`config.mk`:
```
export PLATFORM = sky130hd
export DESIGN_NAME = dcpu16_busarb
export DESIGN_NICKNAME = d
export VERILOG_FILES = /design/src/rtl/dcpu16_busarb_pkg.sv /design/src/rtl/dcpu16_busarb_port.sv /design/src/rtl/dcpu16_busarb.sv
export SDC_FILE = /design/constraint.sdc
export NUM_CORES = 1
export LEC_CHECK = 0
export BUFFER_PORTS_ARGS = -buffer_cell sky130_fd_sc_hd__buf_2
export CORE_ASPECT_RATIO = 2
export CORE_MARGIN = 4
export CORE_UTILIZATION = 50
export CTS_CLUSTER_DIAMETER = 120
export DETAILED_ROUTE_END_ITERATION = 7
export PLACE_DENSITY = 0.87
export SLEW_MARGIN = 5
export SYNTH_ARGS = -nofsm -noshare
export SYNTH_HDL_FRONTEND = slang
export SYNTH_HIERARCHICAL = 1
export SYNTH_SLANG_ARGS = --single-unit
```
`constraint.sdc`:
```
create_clock -name clk -period 6.2 [get_ports clk]
set_clock_uncertainty 0.2 [all_clocks]
set_input_delay 1.55 -clock clk [delete_from_list [all_inputs] [get_ports clk]]
set_output_delay 1.55 -clock clk [all_outputs]
set_load 0.02 [all_outputs]
```
`src/rtl/dcpu16_busarb_pkg.sv`:
```
// Shared definitions for the DCPU16 memory-side bus arbiter: FSM encoding,
// port select values and the stall/advance rule also used by the memory bus unit.
package dcpu16_busarb_pkg;

  typedef enum logic [1:0] {
    IDLE = 2'd0,
    BUSF = 2'd1,
    BUSG = 2'd2
  } arb_state_t;

  typedef enum logic {
    SEL_F = 1'b0,
    SEL_G = 1'b1
  } port_sel_t;

  localparam int NUM_PORTS = 2;

  // The pipeline moves on when every strobe has been answered (or none is raised).
  function automatic logic bus_adv(input logic g_stb, input logic g_ack,
                                   input logic f_stb, input logic f_ack);
    return (g_stb ~^ g_ack) & (f_stb ~^ f_ack);
  endfunction

endpackage

```
`src/rtl/dcpu16_busarb_port.sv`:
```
// Per-port completion tracking: done flag, read-data register and ack generation.
module dcpu16_busarb_port
  import dcpu16_busarb_pkg::*;
#(
  parameter int DW = 16
) (
  input  logic          clk,
  input  logic          rst,
  input  logic          stb,
  input  logic          adv,
  input  logic          complete,
  input  logic          rd,
  input  logic [DW-1:0] rdata,
  output logic          ack,
  output logic          done,
  output logic [DW-1:0] dti
);

  logic          done_reg;
  logic [DW-1:0] dti_reg;

  always_ff @(posedge clk) begin
    if (rst) begin
      done_reg <= 1'b0;
      dti_reg  <= '0;
    end else begin
      // A completion whose strobe was withdrawn is dropped: no done, no data.
      if (adv) begin
        done_reg <= 1'b0;
      end else if (complete && stb) begin
        done_reg <= 1'b1;
      end
      if (complete && stb && rd) begin
        dti_reg <= rdata;
      end
    end
  end

  assign ack  = done_reg & stb;
  assign done = done_reg;
  assign dti  = dti_reg;

endmodule

```
`src/rtl/dcpu16_busarb.sv`:
```
// Serialises G-bus and F-bus requests onto one Wishbone master (F has priority).
// Optional slave timeout enabled by defining DCPU16_BUSARB_TIMEOUT_EN.
module dcpu16_busarb
  import dcpu16_busarb_pkg::*;
#(
  parameter int AW    = 16,
  parameter int DW    = 16,
  parameter int TMO_W = 4
) (
  input  logic          clk,
  input  logic          rst,
  input  logic [AW-1:0] g_adr,
  input  logic          g_stb,
  input  logic          g_wre,
  output logic [DW-1:0] g_dti,
  output logic          g_ack,
  input  logic [AW-1:0] f_adr,
  input  logic          f_stb,
  input  logic          f_wre,
  input  logic [DW-1:0] f_dto,
  output logic [DW-1:0] f_dti,
  output logic          f_ack,
  output logic [AW-1:0] wb_adr_o,
  output logic [DW-1:0] wb_dat_o,
  input  logic [DW-1:0] wb_dat_i,
  output logic          wb_we_o,
  output logic          wb_stb_o,
  output logic          wb_cyc_o,
  input  logic          wb_ack_i,
  output logic          wb_err_o
);

  arb_state_t    state_reg;
  logic          wb_stb_reg;
  logic          wb_we_reg;
  logic [AW-1:0] wb_adr_reg;
  logic [DW-1:0] wb_dat_reg;

  logic [NUM_PORTS-1:0] port_stb;
  logic [NUM_PORTS-1:0] port_ack;
  logic [NUM_PORTS-1:0] port_done;
  logic [NUM_PORTS-1:0] port_pend;
  logic [NUM_PORTS-1:0] port_grant;
  logic [NUM_PORTS-1:0] port_complete;
  logic [DW-1:0]        port_dti [NUM_PORTS];

  logic          adv;
  logic          tmo_hit;
  logic          xfer_done;
  logic [DW-1:0] rdata_mux;
  logic          issue_en;
  port_sel_t     issue_sel;

  assign port_stb[SEL_F] = f_stb;
  assign port_stb[SEL_G] = g_stb;

  assign port_grant[SEL_F] = (state_reg == BUSF);
  assign port_grant[SEL_G] = (state_reg == BUSG);

  assign adv       = bus_adv(g_stb, g_ack, f_stb, f_ack);
  assign xfer_done = wb_stb_reg & (wb_ack_i | tmo_hit);
  assign rdata_mux = tmo_hit ? '0 : wb_dat_i;

  genvar gi;
  generate
    for (gi = 0; gi < NUM_PORTS; gi++) begin : g_port
      assign port_pend[gi]     = port_stb[gi] & ~port_done[gi];
      assign port_complete[gi] = xfer_done & port_grant[gi];

      dcpu16_busarb_port #(
        .DW(DW)
      ) u_port (
        .clk      (clk),
        .rst      (rst),
        .stb      (port_stb[gi]),
        .adv      (adv),
        .complete (port_complete[gi]),
        .rd       (~wb_we_reg),
        .rdata    (rdata_mux),
        .ack      (port_ack[gi]),
        .done     (port_done[gi]),
        .dti      (port_dti[gi])
      );
    end
  endgenerate

  // A bus state with the strobe low is the entry cycle after a back-to-back handover.
  always_comb begin
    issue_en  = 1'b0;
    issue_sel = SEL_F;
    case (state_reg)
      IDLE: begin
        if (port_pend[SEL_F]) begin
          issue_en = 1'b1;
        end else if (port_pend[SEL_G]) begin
          issue_en  = 1'b1;
          issue_sel = SEL_G;
        end
      end
      BUSF: begin
        if (!wb_stb_reg && port_pend[SEL_F]) begin
          issue_en = 1'b1;
        end
      end
      BUSG: begin
        if (!wb_stb_reg && port_pend[SEL_G]) begin
          issue_en  = 1'b1;
          issue_sel = SEL_G;
        end
      end
      default: ;
    endcase
  end

  always_ff @(posedge clk) begin
    if (rst) begin
      state_reg  <= IDLE;
      wb_stb_reg <= 1'b0;
      wb_we_reg  <= 1'b0;
      wb_adr_reg <= '0;
      wb_dat_reg <= '0;
    end else if (issue_en) begin
      wb_stb_reg <= 1'b1;
      if (issue_sel == SEL_F) begin
        state_reg  <= BUSF;
        wb_adr_reg <= f_adr;
        wb_we_reg  <= f_wre;
        wb_dat_reg <= f_dto;
      end else begin
        state_reg  <= BUSG;
        wb_adr_reg <= g_adr;
        wb_we_reg  <= g_wre;
        wb_dat_reg <= '0;
      end
    end else if (wb_stb_reg) begin
      if (xfer_done) begin
        wb_stb_reg <= 1'b0;
        if (state_reg == BUSF && port_pend[SEL_G]) begin
          state_reg <= BUSG;
        end else if (state_reg == BUSG && port_pend[SEL_F]) begin
          state_reg <= BUSF;
        end else begin
          state_reg <= IDLE;
        end
      end
    end else if (state_reg != IDLE) begin
      state_reg <= IDLE;
    end
  end

`ifdef DCPU16_BUSARB_TIMEOUT_EN
  logic [TMO_W-1:0] tmo_cnt_reg;
  logic             err_reg;

  always_ff @(posedge clk) begin
    if (rst) begin
      tmo_cnt_reg <= '0;
      err_reg     <= 1'b0;
    end else begin
      err_reg <= tmo_hit;
      if (issue_en) begin
        tmo_cnt_reg <= '0;
      end else if (wb_stb_reg && !wb_ack_i) begin
        tmo_cnt_reg <= tmo_cnt_reg + 1'b1;
      end
    end
  end

  assign tmo_hit  = wb_stb_reg & ~wb_ack_i & (&tmo_cnt_reg);
  assign wb_err_o = err_reg;
`else
  localparam int tmo_w_unused = TMO_W;
  assign tmo_hit  = 1'b0;
  assign wb_err_o = 1'b0;
`endif

  assign g_ack    = port_ack[SEL_G];
  assign f_ack    = port_ack[SEL_F];
  assign g_dti    = port_dti[SEL_G];
  assign f_dti    = port_dti[SEL_F];
  assign wb_stb_o = wb_stb_reg;
  assign wb_cyc_o = wb_stb_reg;
  assign wb_we_o  = wb_we_reg;
  assign wb_adr_o = wb_adr_reg;
  assign wb_dat_o = wb_dat_reg;

endmodule

```
==> results.txt <==
- Outcome: completed
- Wires add up to 6696 um.
- The register with the most flip-flops in the layout has 32 of them.
* Routed via count divided by cell count: 5.152
* Register bit count reported by yosys: 70
- The post-route netlist has 45.17% of its cells at a drive strength greater than 1.
* Arrival time worst endpoint: 2.02 ns
- Global routing finished with a remaining overflow of 0.
- EDFF count, synth: 0
- For this run, asynchronously set or reset flops after synthesis account for 0%.
- Wire length of the first global-routing pass: 11060 um
* Die Area: 0.007410 mm2
- Yosys warning count: 6
- The tree is rooted in a clkbuf_16.
- Post-route non-filler standard cell count: 475
- Die X-Extent: 62.90 um
- Fin nets: 481
* Top cells by area in the synthesized netlist: dfxtp_1 46%, nand2b_1 14%, mux2i_1 11%
- The smallest clock period supported by the final layout is computed as 3.775 ns.
- Once routing completed, OpenROAD measured the worst setup slack at 2.425 ns.
- The floorplan has 39 rows.
- In the layout the commonest cells are 139 x buf_2, 70 x dfxtp_1, 67 x nand2b_1.
- FMAX: 264.9 MHz
- Initial antenna violation count: 0
- Entering global routing, the biggest net connects 73 pins.
- Static Leakage: 1.933 nW
- For this block, the via count after detailed routing is 2447.
- At the placement stage, the worst setup path has a slack of 2.421 ns.
- The share of the Yosys chip area taken by registers is 46.49%.
- Max-slew headroom: 32.80%
- The later pin in the worst-skew pair is clocked with a latency of 0.32 ns.
* P&R area growth vs syn: 30.80%
- The number of hold-slack violations in the final timing report is 0.
* Critical path startpoint category: input port
- Critical Path RT: 4.45 ns
- Via count of the first global-routing pass: 2422
- Setup repair after global routing left no endpoint under its margin.
- Dividing the detail-routed wire length by the instance count gives 14.10 um.
- Worst-margin pin slew: 1.008 ns
- Setup violations remaining at the end of the flow were counted as 0.
* VDD IR-drop max: 0.2141 mV
- For this configuration, the core starts out at a cell density of 51.91%.
* Number of distinct standard cells referenced by the synthesized netlist: 33
- For this design, the sink count on the clock tree is 70.
- Leaving out fill and tap cells, the most frequent cell in the layout is buf_2.
- Remaining antenna violation count after routing: 0
* Post-route DRC violation count: 0
* Count of buffers added by post-CTS timing repair for setup: 0
- Setup total negative slack on the finished layout was measured at 0 ns.
- Clock Path Buffers: 2
- 0 antenna diodes ended up in the layout.
* Dominant cell type by area after synthesis: dfxtp_1
* Leading register cell type out of synthesis: dfxtp_1
* Number of levels in the clock H-tree: 3
- In this run, post-CTS hold repair placed 0 buffers.
- Summing every instance area after synthesis gives 0.003014 mm2.
- For this block, the initial DRC count from the detailed router was 126.
* Post-CTS Resized: 0
- TritonCTS clock tree: done
* CTS clock-pin slew for the worst setup and hold paths: 0.05 ns
* Critical path type: in2out
- Total count of max-transition violations in the final report: 0
- Die outline height: 117.8 um
- Synthesis handed over a netlist of 279 instances.
* Highest net fanout along the worst path: 7
- Classification of the worst-slack hold path: reg2reg
* Area share of the largest cell type after synthesis: 46.49%
* Fin crit share: 60.89%
- IO Port Bufs: 139
- Synthesis produced a netlist with a net count of 350.
* First-pass detailed-route iteration total: 4
- CP endpoint kind: primary output
- Once detailed placement completed, the half-perimeter wirelength came to 5064 um.
- Placeable core area: 0.005807 mm2
- For this run, the total global-route usage over all layers was measured as 18.87%.
- TritonCTS created 9 clock buffers.
- Power per Cell Area: 282.3 mW/mm2
- # Max-Cap Violations: 0
* Number of placed instances with taps included: 460
* Overall Power: 1.113 mW
* Avg Synthesized Cell Area: 10.80 um2
* Ports: 141
- The congestion estimate from routability-driven global placement came to 0.7178.
==> synthesized netlist by cell type, types with 2 or more instances <==
master / count
a21o_1: 9
a21o_2: 8
a21oi_1: 5
a22o_1: 16
a22o_2: 17
and2_1: 2
and3_1: 2
buf_12: 2
buf_2: 2
buf_4: 4
buf_6: 4
clkbuf_1: 9
dfxtp_1: 70
inv_1: 2
mux2i_1: 32
nand2b_1: 67
nor2_1: 3
nor2b_1: 2
nor3_1: 2
nor3b_1: 3
o21ai_0: 5
xor2_1: 2
==> critical path: stages <==
cell,delay [ns]
buf_2,0.13
and2_1,0.16
buf_2,0.18
==> layer usage <==
metal	global-route usage [%]	up-vias	wire length (um)	share of wire (%)
li1	-	1228	-	-
met1	19.64	1103	2588	39
met2	31.57	104	3406	51
met3	7.545	12	532	7.9
met4	10.51	0	168	2.5
met5	0	-	0	0
==> report_power, final <==
| part | internal, mW | switching [mW] | total, mW |
|---|---|---|---|
| Sequential | 0.473 | 0.0151 | 0.488 |
| Combinational | 0.0681 | 0.0772 | 0.145 |
| Clock | 0.312 | 0.168 | 0.480 |
| Total | 0.853 | 0.260 | 1.11 |
==> stage by stage <==
stage               util [%]  instance area, um2  hold slack, ns
CTS                    67.89                3943          0.2500
global placement       62.94                3655          0.2273
global route           67.89                3943          0.2623
floorplan                  -                3014          0.3038
detailed placement     62.94                3655          0.2341
finish                 67.89                3943          0.2455
==> cells by family (layout without fill, tap and decap cells) <==
| group | count (synthesis) | count (layout) | share of synthesized area, % |
|---|---|---|---|
| AO/OA/AOI/OAI | 63 | 63 | 17.93 |
| other | 1 | 1 | 0.1244 |
| multiplexers | 33 | 33 | 11.00 |
| buffers and inverters | 23 | 158 | 5.521 |
| XOR/XNOR | 2 | 2 | 0.5813 |
| flip-flops | 70 | 70 | 46.49 |
| AND/OR/NAND/NOR | 87 | 87 | 18.35 |
==> final timing paths <==
path	startpoint	endpoint	slack, ns	cells past startpoint
max reg2reg	wb_cyc_o	g_port[0].u_port/dti[6]	3.71	4
min reg2reg	wb_adr_o[10]	wb_adr_o[10]	0.25	1
max	f_stb	f_ack	2.43	3
min	wb_adr_o[10]	wb_adr_o[10]	0.25	1
==> cell type report <==
class	count	area, um2
Fill cell	476	1864
Multi-Input combinational cell	186	1459
Sequential cell	70	1401
Timing Repair Buffer	141	710.7
Clock buffer	15	287.8
Tap cell	61	76.32
Inverter	2	7.507
No activity file was read; power rests on OpenSTA's default activity.
